`src/rtl/prog_seq_ctrl.sv`:
```
// prog_seq_ctrl: run-control and fetch sequencer for the 9-bit-ISA core family.
// Start is sampled as a level on Clk (never used as a clock). A Start rise
// arms the block and captures ProgSel; the following fall launches the
// program at its entry address. A fetched DONE_INSTR ends the run and raises
// Ack until the next Start rise.
// Optional: define PROG_SEQ_WATCHDOG_EN to end a run that reaches WDOG_LIMIT
// RUN cycles without a done instruction (Ack=1, Timeout=1).
module prog_seq_ctrl #(
    parameter int                PC_W       = 10,
    parameter int                INSTR_W    = 9,
    parameter int                NUM_PROGS  = 3,
    parameter int                SEL_W      = 2,
    parameter int                TGT_W      = 8,
    parameter int                TGT_SHIFT  = 2,
    parameter logic [INSTR_W-1:0] DONE_INSTR = '1,
    parameter int                CYC_W      = 16,
    parameter logic [31:0]       WDOG_LIMIT = 32'h0000_FFF0
) (
    input  logic                      Clk,
    input  logic                      Reset_n,
    input  logic                      Start,
    input  logic [SEL_W-1:0]          ProgSel,
    input  logic [NUM_PROGS*PC_W-1:0] ProgBase,
    input  logic [INSTR_W-1:0]        Instruction,
    input  logic                      BranchEn,
    input  logic                      ZeroFlag,
    input  logic [TGT_W-1:0]          Target,
    output logic [PC_W-1:0]           ProgCtr,
    output logic                      Go,
    output logic                      Ack,
    output logic [CYC_W-1:0]          CycleCount,
    output logic                      Timeout
);

    localparam int                TW       = TGT_W + TGT_SHIFT;
    localparam logic [SEL_W:0]    NP       = (SEL_W+1)'(NUM_PROGS);
    localparam logic [CYC_W-1:0]  WDOG_CMP = WDOG_LIMIT[CYC_W-1:0];
`ifdef PROG_SEQ_WATCHDOG_EN
    localparam logic              WDOG_ON  = 1'b1;
`else
    localparam logic              WDOG_ON  = 1'b0;
`endif

    typedef enum logic [1:0] {S_IDLE, S_ARMED, S_RUN, S_DONE} state_t;

    state_t             r_state;
    logic               r_start_q;
    logic               r_smp_vld;   // Start_q holds a real post-reset sample
    logic [SEL_W-1:0]   r_sel;
    logic [PC_W-1:0]    r_pc;
    logic               r_go;
    logic               r_ack;
    logic               r_to;
    logic [CYC_W-1:0]   r_cnt;

    logic               w_rise;
    logic               w_fall;
    logic [SEL_W-1:0]   w_sel_cap;
    logic [PC_W-1:0]    w_base;
    logic [TW-1:0]      w_tgt_wide;
    logic [PC_W-1:0]    w_tgt_pc;
    logic [PC_W-1:0]    w_pc_inc;
    logic [CYC_W-1:0]   w_cnt_nxt;
    logic               w_done;
    logic               w_wdog;

    // Gating with r_smp_vld keeps a Start held high through reset release
    // from looking like a rise.
    assign w_rise     = r_smp_vld &  Start & ~r_start_q;
    assign w_fall     = r_smp_vld & ~Start &  r_start_q;
    assign w_sel_cap  = ({1'b0, ProgSel} < NP) ? ProgSel : '0;
    assign w_tgt_wide = TW'(Target) << TGT_SHIFT;
    assign w_tgt_pc   = PC_W'(w_tgt_wide);
    assign w_pc_inc   = r_pc + 1'b1;
    assign w_cnt_nxt  = (&r_cnt) ? r_cnt : r_cnt + 1'b1;
    assign w_done     = (Instruction == DONE_INSTR);
    assign w_wdog     = WDOG_ON & (r_cnt == WDOG_CMP);

    // Entry-address mux over the flattened ProgBase bus
    always_comb begin
        w_base = ProgBase[PC_W-1:0];
        for (int k = 0; k < NUM_PROGS; k++) begin
            if (r_sel == SEL_W'(k)) w_base = ProgBase[k*PC_W +: PC_W];
        end
    end

    // Run-control FSM with registered outputs
    always_ff @(posedge Clk or negedge Reset_n) begin
        if (!Reset_n) begin
            r_state   <= S_IDLE;
            r_start_q <= 1'b0;
            r_smp_vld <= 1'b0;
            r_sel     <= '0;
            r_pc      <= '0;
            r_go      <= 1'b0;
            r_ack     <= 1'b0;
            r_to      <= 1'b0;
            r_cnt     <= '0;
        end else begin
            r_start_q <= Start;
            r_smp_vld <= 1'b1;
            case (r_state)
                S_IDLE, S_DONE: begin
                    if (w_rise) begin
                        r_sel   <= w_sel_cap;
                        r_ack   <= 1'b0;
                        r_state <= S_ARMED;
                    end
                end
                S_ARMED: begin
                    if (w_fall) begin
                        r_pc    <= w_base;
                        r_cnt   <= '0;
                        r_to    <= 1'b0;
                        r_go    <= 1'b1;
                        r_state <= S_RUN;
                    end
                end
                S_RUN: begin
                    r_cnt <= w_cnt_nxt;
                    if (w_done) begin
                        // done beats a simultaneous branch; PC stays on it
                        r_go    <= 1'b0;
                        r_ack   <= 1'b1;
                        r_state <= S_DONE;
                    end else if (w_wdog) begin
                        r_go    <= 1'b0;
                        r_ack   <= 1'b1;
                        r_to    <= 1'b1;
                        r_state <= S_DONE;
                    end else if (BranchEn & ZeroFlag) begin
                        r_pc <= w_tgt_pc;
                    end else begin
                        r_pc <= w_pc_inc;
                    end
                end
                default: r_state <= S_IDLE;
            endcase
        end
    end

    assign ProgCtr    = r_pc;
    assign Go         = r_go;
    assign Ack        = r_ack;
    assign CycleCount = r_cnt;
    assign Timeout    = r_to;

endmodule

```
`config.mk`:
```
export PLATFORM = sky130hd
export DESIGN_NAME = prog_seq_ctrl
export DESIGN_NICKNAME = d
export VERILOG_FILES = /design/src/rtl/prog_seq_ctrl.sv
export SDC_FILE = /design/constraint.sdc
export NUM_CORES = 1
export LEC_CHECK = 0
export ABC_CLOCK_PERIOD_IN_PS = 4300
export CAP_MARGIN = 20
export CORE_ASPECT_RATIO = 0.6
export CORE_MARGIN = 10
export CORE_UTILIZATION = 35
export DETAILED_ROUTE_END_ITERATION = 8
export PLACE_DENSITY_LB_ADDON = 0.05
export REMOVE_ABC_BUFFERS = 1
export SETUP_SLACK_MARGIN = 0.15
export SYNTH_ARGS = -nofsm -noshare
export SYNTH_HDL_FRONTEND = slang
export SYNTH_SLANG_ARGS = --single-unit
```
`constraint.sdc`:
```
create_clock -name Clk -period 4.3 [get_ports Clk]
set_input_delay 0.86 -clock Clk [delete_from_list [all_inputs] [get_ports Clk]]
set_output_delay 0.86 -clock Clk [all_outputs]
set_load 0.1 [all_outputs]
```
==> flow_summary.yaml, run 1 <==
sta:
  finalMaxSlewViolations: 0
  finalCriticalPeriod_ns: 2.87
  hold_violations: 0
  tightest_slew_ns: 0.990
  period_share_pct: 66.7
  setup_viol: 0
  clock.fmax_ghz: 0.348
  finClkSkew_ns: 0.00848
  relSlewSlack_pct: 33.8
  tns_ns: 0
  rsz0062_at_grt: "no"
pwr:
  p_int_mw: 0.997
  swShare_pct: 57.3
  p_clk_share_pct: 9.4
  worst_ir_drop_vdd_uv: 365
  power.switching_mw: 1.34
  combinationalPowerShare_pct: 64.1
  power.leakage_nw: 1.25
  cellPowerDensity_nw_per_um2: 719
  p_seq_share_pct: 26.4
clocking:
  cts_sinks: 34
  cts_buffer_depth: 2
  post-cts-setup-buffer-count: 0
  cts_made_buffers: 5
  htreeDepth: 2
  insertion_delay_ns: 0.29
  cts_root_buf: "clkbuf_8"
  path_clk_slew_ns: 0.07
  cts-resized-gates: 0
  holdBufCountCts: 0
  cts_tree: "done"
routing:
  dr.pass1.iters: 4
  drc_errors: 0
  wire_per_inst_um: 15.2
  dr.first_iter.drc_count: 98
  detail-route-antenna-nets: 0
  dr_total_vias: 2183
  drt_wl_total_um: 6550
  viasPerCell: 5.08
synthesis:
  synth-seq-cells: 34
  yosysWarnings: 0
  syn-cell-area_um2: 2300
  async_reset_ff_share_pct: 100
  synth.distinct_cells: 47
  yosys.area.top_type_share_pct: 37.0
  syn_area_per_cell_um2: 8.58
  synth_edf_count: 0
  yosysSeqAreaShare_pct: 37.0
  syn_inst: 268
  synth_top_area_cell: "dfrtp_1"
  synthTopCellsByArea: "dfrtp_1 37%, a21oi_1 6.3%, mux2i_1 4.4%"
  synth_flop_cell: "dfrtp_1"
critical_path:
  endpoint_kind: "output pin"
  r2r_end: "CycleCount[3]"
  critPathKind: "reg -> out"
  critical_path_buf_inv_count: 1
  reg2regPathDepth: 8
  cp_slowest_cell: "clkdlybuf4s50_1"
  max_stage_delay_ns: 1.20
  reg2reg_slack_ns: 2.00
  path_cells: "clkdlybuf4s50_1"
  path_delay_family: "buffers and inverters"
  cp_data_arrival_time_ns: 2.01
  r2r_start: "r_state[0]"
  start_kind: "flop"
  critPathMaxFanout: 8
  critical_path_required_ns: 3.44
layout:
  area_delta_synth_final_pct: 41.1
  antennaDiodeCount: 0
  drive_gt1_share_pct: 6.94
  finalNonFillerCells: 430
  fin_nets: 404
placed_design:
  dp.cells: 423
  hpwlAfterDp_um: 5090
  gp_congestion: 0.799
  io_buffer_count: 81
min_path:
  hold_class: "reg -> reg"
  holdPathEnd: "Go"
  hold_path_depth: 1
  hp-start: "Go"
job:
  maxCapViolCount: 0
floorplan:
  die-height_um: 82.8
  die_width_um: 125
  fp.dieArea_um2: 10300
  io_pins: 83
  start_util_pct: 36.8
  row_count: 22
  core_area_um2: 6250
global_route:
  antenna_found_initial: 0
  grt_max_degree: 36
  track_usage_pct: 12.7
  grt_overflow: 0
  grt_pass1_vias: 2086
  grt_pass1_wl_um: 10800
status:
  status: "finished clean"
synthesized netlist by cell type (2+ instances only):
| master | count |
|---|---|
| a211oi_1 | 12 |
| a21oi_1 | 29 |
| a31oi_1 | 2 |
| and3_1 | 4 |
| buf_2 | 4 |
| clkbuf_1 | 7 |
| conb_1 | 2 |
| dfrtp_1 | 34 |
| ha_1 | 4 |
| inv_1 | 4 |
| mux2_2 | 6 |
| mux2i_1 | 10 |
| nand2_1 | 25 |
| nand2b_1 | 4 |
| nand3_1 | 11 |
| nand3b_1 | 2 |
| nand4_1 | 8 |
| nand4b_1 | 3 |
| nor2_1 | 25 |
| nor2b_1 | 5 |
| nor3_1 | 2 |
| nor4_1 | 2 |
| o211ai_1 | 2 |
| o21ai_0 | 20 |
| o22a_1 | 5 |
| o31ai_1 | 2 |
| xnor2_1 | 6 |
| xor2_1 | 9 |
state kept, by name (all words and copies together), names as in the netlist:
signal and flops:
CycleCount 16, ProgCtr 10, r_smp_vld 1, Ack 1, Go 1, r_start_q 1
r_state 2, r_sel 2
per-stage QoR:
stage / util (%) / hold slack (ns) / area, µm² / setup slack, ns / total power, mW
after floorplan: - / 0.496 / 2220 / 1.53 / 1.71
after global placement: 50.7 / 0.469 / 3170 / 1.57 / 2.12
after detailed placement: 50.7 / 0.471 / 3170 / 1.49 / 2.13
after CTS: 51.9 / 0.487 / 3250 / 1.41 / 2.35
after global routing: 51.9 / 0.517 / 3250 / 1.36 / 2.49
final: 51.9 / 0.482 / 3250 / 1.43 / 2.33
routing by layer:
layer | vias to the layer above | track usage [%] | part of all wire, %
met5 | - | 0 | 0
met4 | 0 | 2.43 | 0.50
met3 | 4 | 4.44 | 6.9
met2 | 61 | 17.1 | 38
met1 | 982 | 18.8 | 55
li1 | 1136 | - | -
power by group through the flow:
stage | logic [mW] | registers [mW] | clock network (mW)
4_1_cts | 1.51 | 0.617 | 0.228
3_5_place_dp | 1.51 | 0.624 | 0
6_report | 1.50 | 0.617 | 0.220
3_3_place_gp | 1.50 | 0.623 | 0
5_1_grt | 1.60 | 0.644 | 0.250
2_1_floorplan | 0.447 | 1.26 | 0
cell usage in the layout (no fill, tap or decap), drive strengths merged, types with 2 or more instances in the layout:
cell	n
mux2	6
and4	2
nand3	11
nor2b	5
mux2i	10
a21oi	30
clkinv	2
a211oi	12
xor2	9
clkdlybuf4s50	81
and2	2
a31oi	2
nand4	8
nand2b	4
ha	4
o31ai	2
nor3	2
o21ai	21
nand4b	3
dfrtp	34
and3	6
conb	2
o211ai	2
nor2	26
inv	4
nand3b	2
buf	4
nor4	2
clkbuf	5
nand2	25
o22a	5
xnor2	6
worst max path at each step:
stage                     from    endpoint  slack (ns)  cells past startpoint
finish              ProgCtr[0]  ProgCtr[0]        1.43                      1
floorplan           r_state[0]  ProgCtr[7]        1.53                      7
global route        ProgCtr[0]  ProgCtr[0]        1.36                      1
global placement         Start  ProgCtr[7]        1.57                      7
CTS                 ProgCtr[0]  ProgCtr[0]        1.41                      1
detailed placement       Start  ProgCtr[7]        1.49                      7
layout make-up:
class	count	area [µm²]
sequential	34	851
fill	606	3000
clock inverter	2	10.0
tap	84	105
clock buffer	5	68.8
multi-input combinational	216	1360
timing repair buffer	85	841
inverter	4	15.0
kinds of logic after synthesis:
kind of cell	count (synthesis)	synth area share, %
simple gates	102	23.2
compound gates	77	20.2
flops	34	37.0
buf+inv	18	4.08
mux	16	7.29
xor+xnor	15	5.71
fa+ha+maj	4	2.18
other cells	2	0.327
Power figures use the tool's default switching activity.
==> run 2, diff against run 1 <==
Settings changed: ABC_CLOCK_PERIOD_IN_PS 4300 to 2800.
Clock period 4.3 ns to 2.8 ns, I/O delays scaled along.
==> run 2 against run 1 <==
Net effect:
- sequential power grew 54%
- utilization down 0.80 points
- final area down 1.5%
- clock-buffer cell count up 2
- setup slack worse by 0.83 ns
- first-iteration DRC count increased by 27%
- power grew 53%
- sequential share of layout area is 0.41 points higher
- critical path type is now reg -> reg
- critical endpoint is now CycleCount[3]
- largest power group unchanged
==> flow_summary.yaml, run 2 (same netlist as run 1, synthesis figures left out) <==
floorplan:
  fp.dieArea_um2: 10300
  die-height_um: 82.8
  io_pins: 83
  row_count: 22
  core_area_um2: 6250
  start_util_pct: 36.8
  die_width_um: 125
clocking:
  cts_tree: "done"
  cts_buffer_depth: 2
  cts_root_buf: "clkbuf_8"
  insertion_delay_ns: 0.28
  cts_made_buffers: 5
  htreeDepth: 2
  holdBufCountCts: 0
  cts_sinks: 34
  path_clk_slew_ns: 0.07
  post-cts-setup-buffer-count: 0
  cts-resized-gates: 0
critical_path:
  cp_data_arrival_time_ns: 2.37
  critical_path_buf_inv_count: 1
  start_kind: "flop"
  critPathKind: "reg -> reg"
  max_stage_delay_ns: 0.47
  path_cells: "inv_1, ha_1, nand2_1, or4_4, o21ai_2, or4b_1, nand3_1"
  endpoint_kind: "flop"
  critical_path_required_ns: 2.97
  path_delay_family: "simple AND/OR/NAND/NOR gates"
  cp_slowest_cell: "or4_4"
  critPathMaxFanout: 11
global_route:
  antenna_found_initial: 0
  track_usage_pct: 12.7
  grt_overflow: 0
  grt_max_degree: 35
  grt_pass1_vias: 2091
  grt_pass1_wl_um: 10800
layout:
  fill_cells: 601
  ff_latch_area_um2: 851
  fin_nets: 405
  multiInputGateArea_um2: 1360
  final_common_cell: "clkdlybuf4s50_1"
  final_cell_mix: "53 x clkdlybuf4s50_1, 34 x dfrtp_1, 33 x buf_4"
  largest_reg_flops: 16
  antennaDiodeCount: 0
  drive_gt1_share_pct: 15.2
  area_delta_synth_final_pct: 39.0
sta:
  hold_violations: 0
  finalMaxSlewViolations: 0
  finalCriticalPeriod_ns: 2.20
  setup_viol: 0
  relSlewSlack_pct: 51.8
  period_share_pct: 78.5
  tightest_slew_ns: 0.717
  tns_ns: 0
  clock.fmax_ghz: 0.455
  finClkSkew_ns: 0.00651
  fin_ws_ns: 0.602
  rsz0062_at_grt: "no"
routing:
  viasPerCell: 5.16
  dr.pass1.iters: 4
  detail-route-antenna-nets: 0
  dr.first_iter.drc_count: 124
  drc_errors: 0
  dr_total_vias: 2227
  drt_wl_total_um: 6720
  wire_per_inst_um: 15.5
placed_design:
  dpl_worst_slack_ns: 0.319
  hpwlAfterDp_um: 5230
  gp_congestion: 0.833
  io_buffer_count: 81
pwr:
  power.leakage_nw: 1.29
  cellPowerDensity_nw_per_um2: 1120
  worst_ir_drop_vdd_uv: 752
min_path:
  hold_class: "reg -> reg"
job:
  maxCapViolCount: 0
status:
  status: "finished clean"
run 2: cell types whose count changed in the layout (fill, tap and decap cells not counted), sizes merged:
cell / change
clkinv: -1
clkbuf: +2
clkdlybuf4s50: -28
buf: +29
run 2: metal layers:
layer / track usage (%) / wire [µm]
met1: 18.9 / 3690
met3: 4.31 / 383
met5: 0 / 0
met4: 1.04 / 6
met2: 17.8 / 2630
run 2: area by class of cell:
| class | instances | share of cell area (%) |
|---|---|---|
| Multi-Input combinational cell | 216 | 42.4 |
| Sequential cell | 34 | 26.6 |
| Timing Repair Buffer | 86 | 24.4 |
| Tap cell | 84 | 3.29 |
| Clock buffer | 7 | 2.70 |
| Inverter | 4 | 0.470 |
| Clock inverter | 1 | 0.157 |
run 2: worst paths after layout:
path                                 start             to  slack, ns  cells after the start
worst max register to register  r_state[0]  CycleCount[3]       0.60                      7
worst max-delay path            r_state[0]  CycleCount[3]       0.60                      7
max in group asynchronous          Reset_n      r_start_q       1.79                      2
worst min register to register          Go             Go       0.49                      1
worst min-delay path                    Go             Go       0.49                      1
min in group asynchronous          Reset_n     ProgCtr[0]       0.69                      2
run 2: through the flow:
stage	cells	area [µm²]	hold slack [ns]	utilization [%]	power, mW
floorplan	254	2220	0.264	-	2.63
global placement	424	3100	0.463	49.7	3.21
detailed placement	424	3100	0.480	49.7	3.23
CTS	432	3200	0.495	51.1	3.61
global route	432	3200	0.524	51.1	3.81
finish	432	3200	0.489	51.1	3.58
run 2: worst register-to-register path, cell delays in order, from the launching register on:
cell     delay, ns
dfrtp_1       0.40
inv_1         0.06
ha_1          0.44
nand2_1       0.13
or4_4         0.47
o21ai_2       0.35
or4b_1        0.18
nand3_1       0.06
run 2: power breakdown:
part | switching, mW | total (mW) | internal [mW] | leakage, nW
Sequential | 0.289 | 0.948 | 0.660 | 0.419
Combinational | 1.61 | 2.26 | 0.654 | 0.825
Clock | 0.172 | 0.370 | 0.198 | 0.0482
Total | 2.07 | 3.58 | 1.51 | 1.29
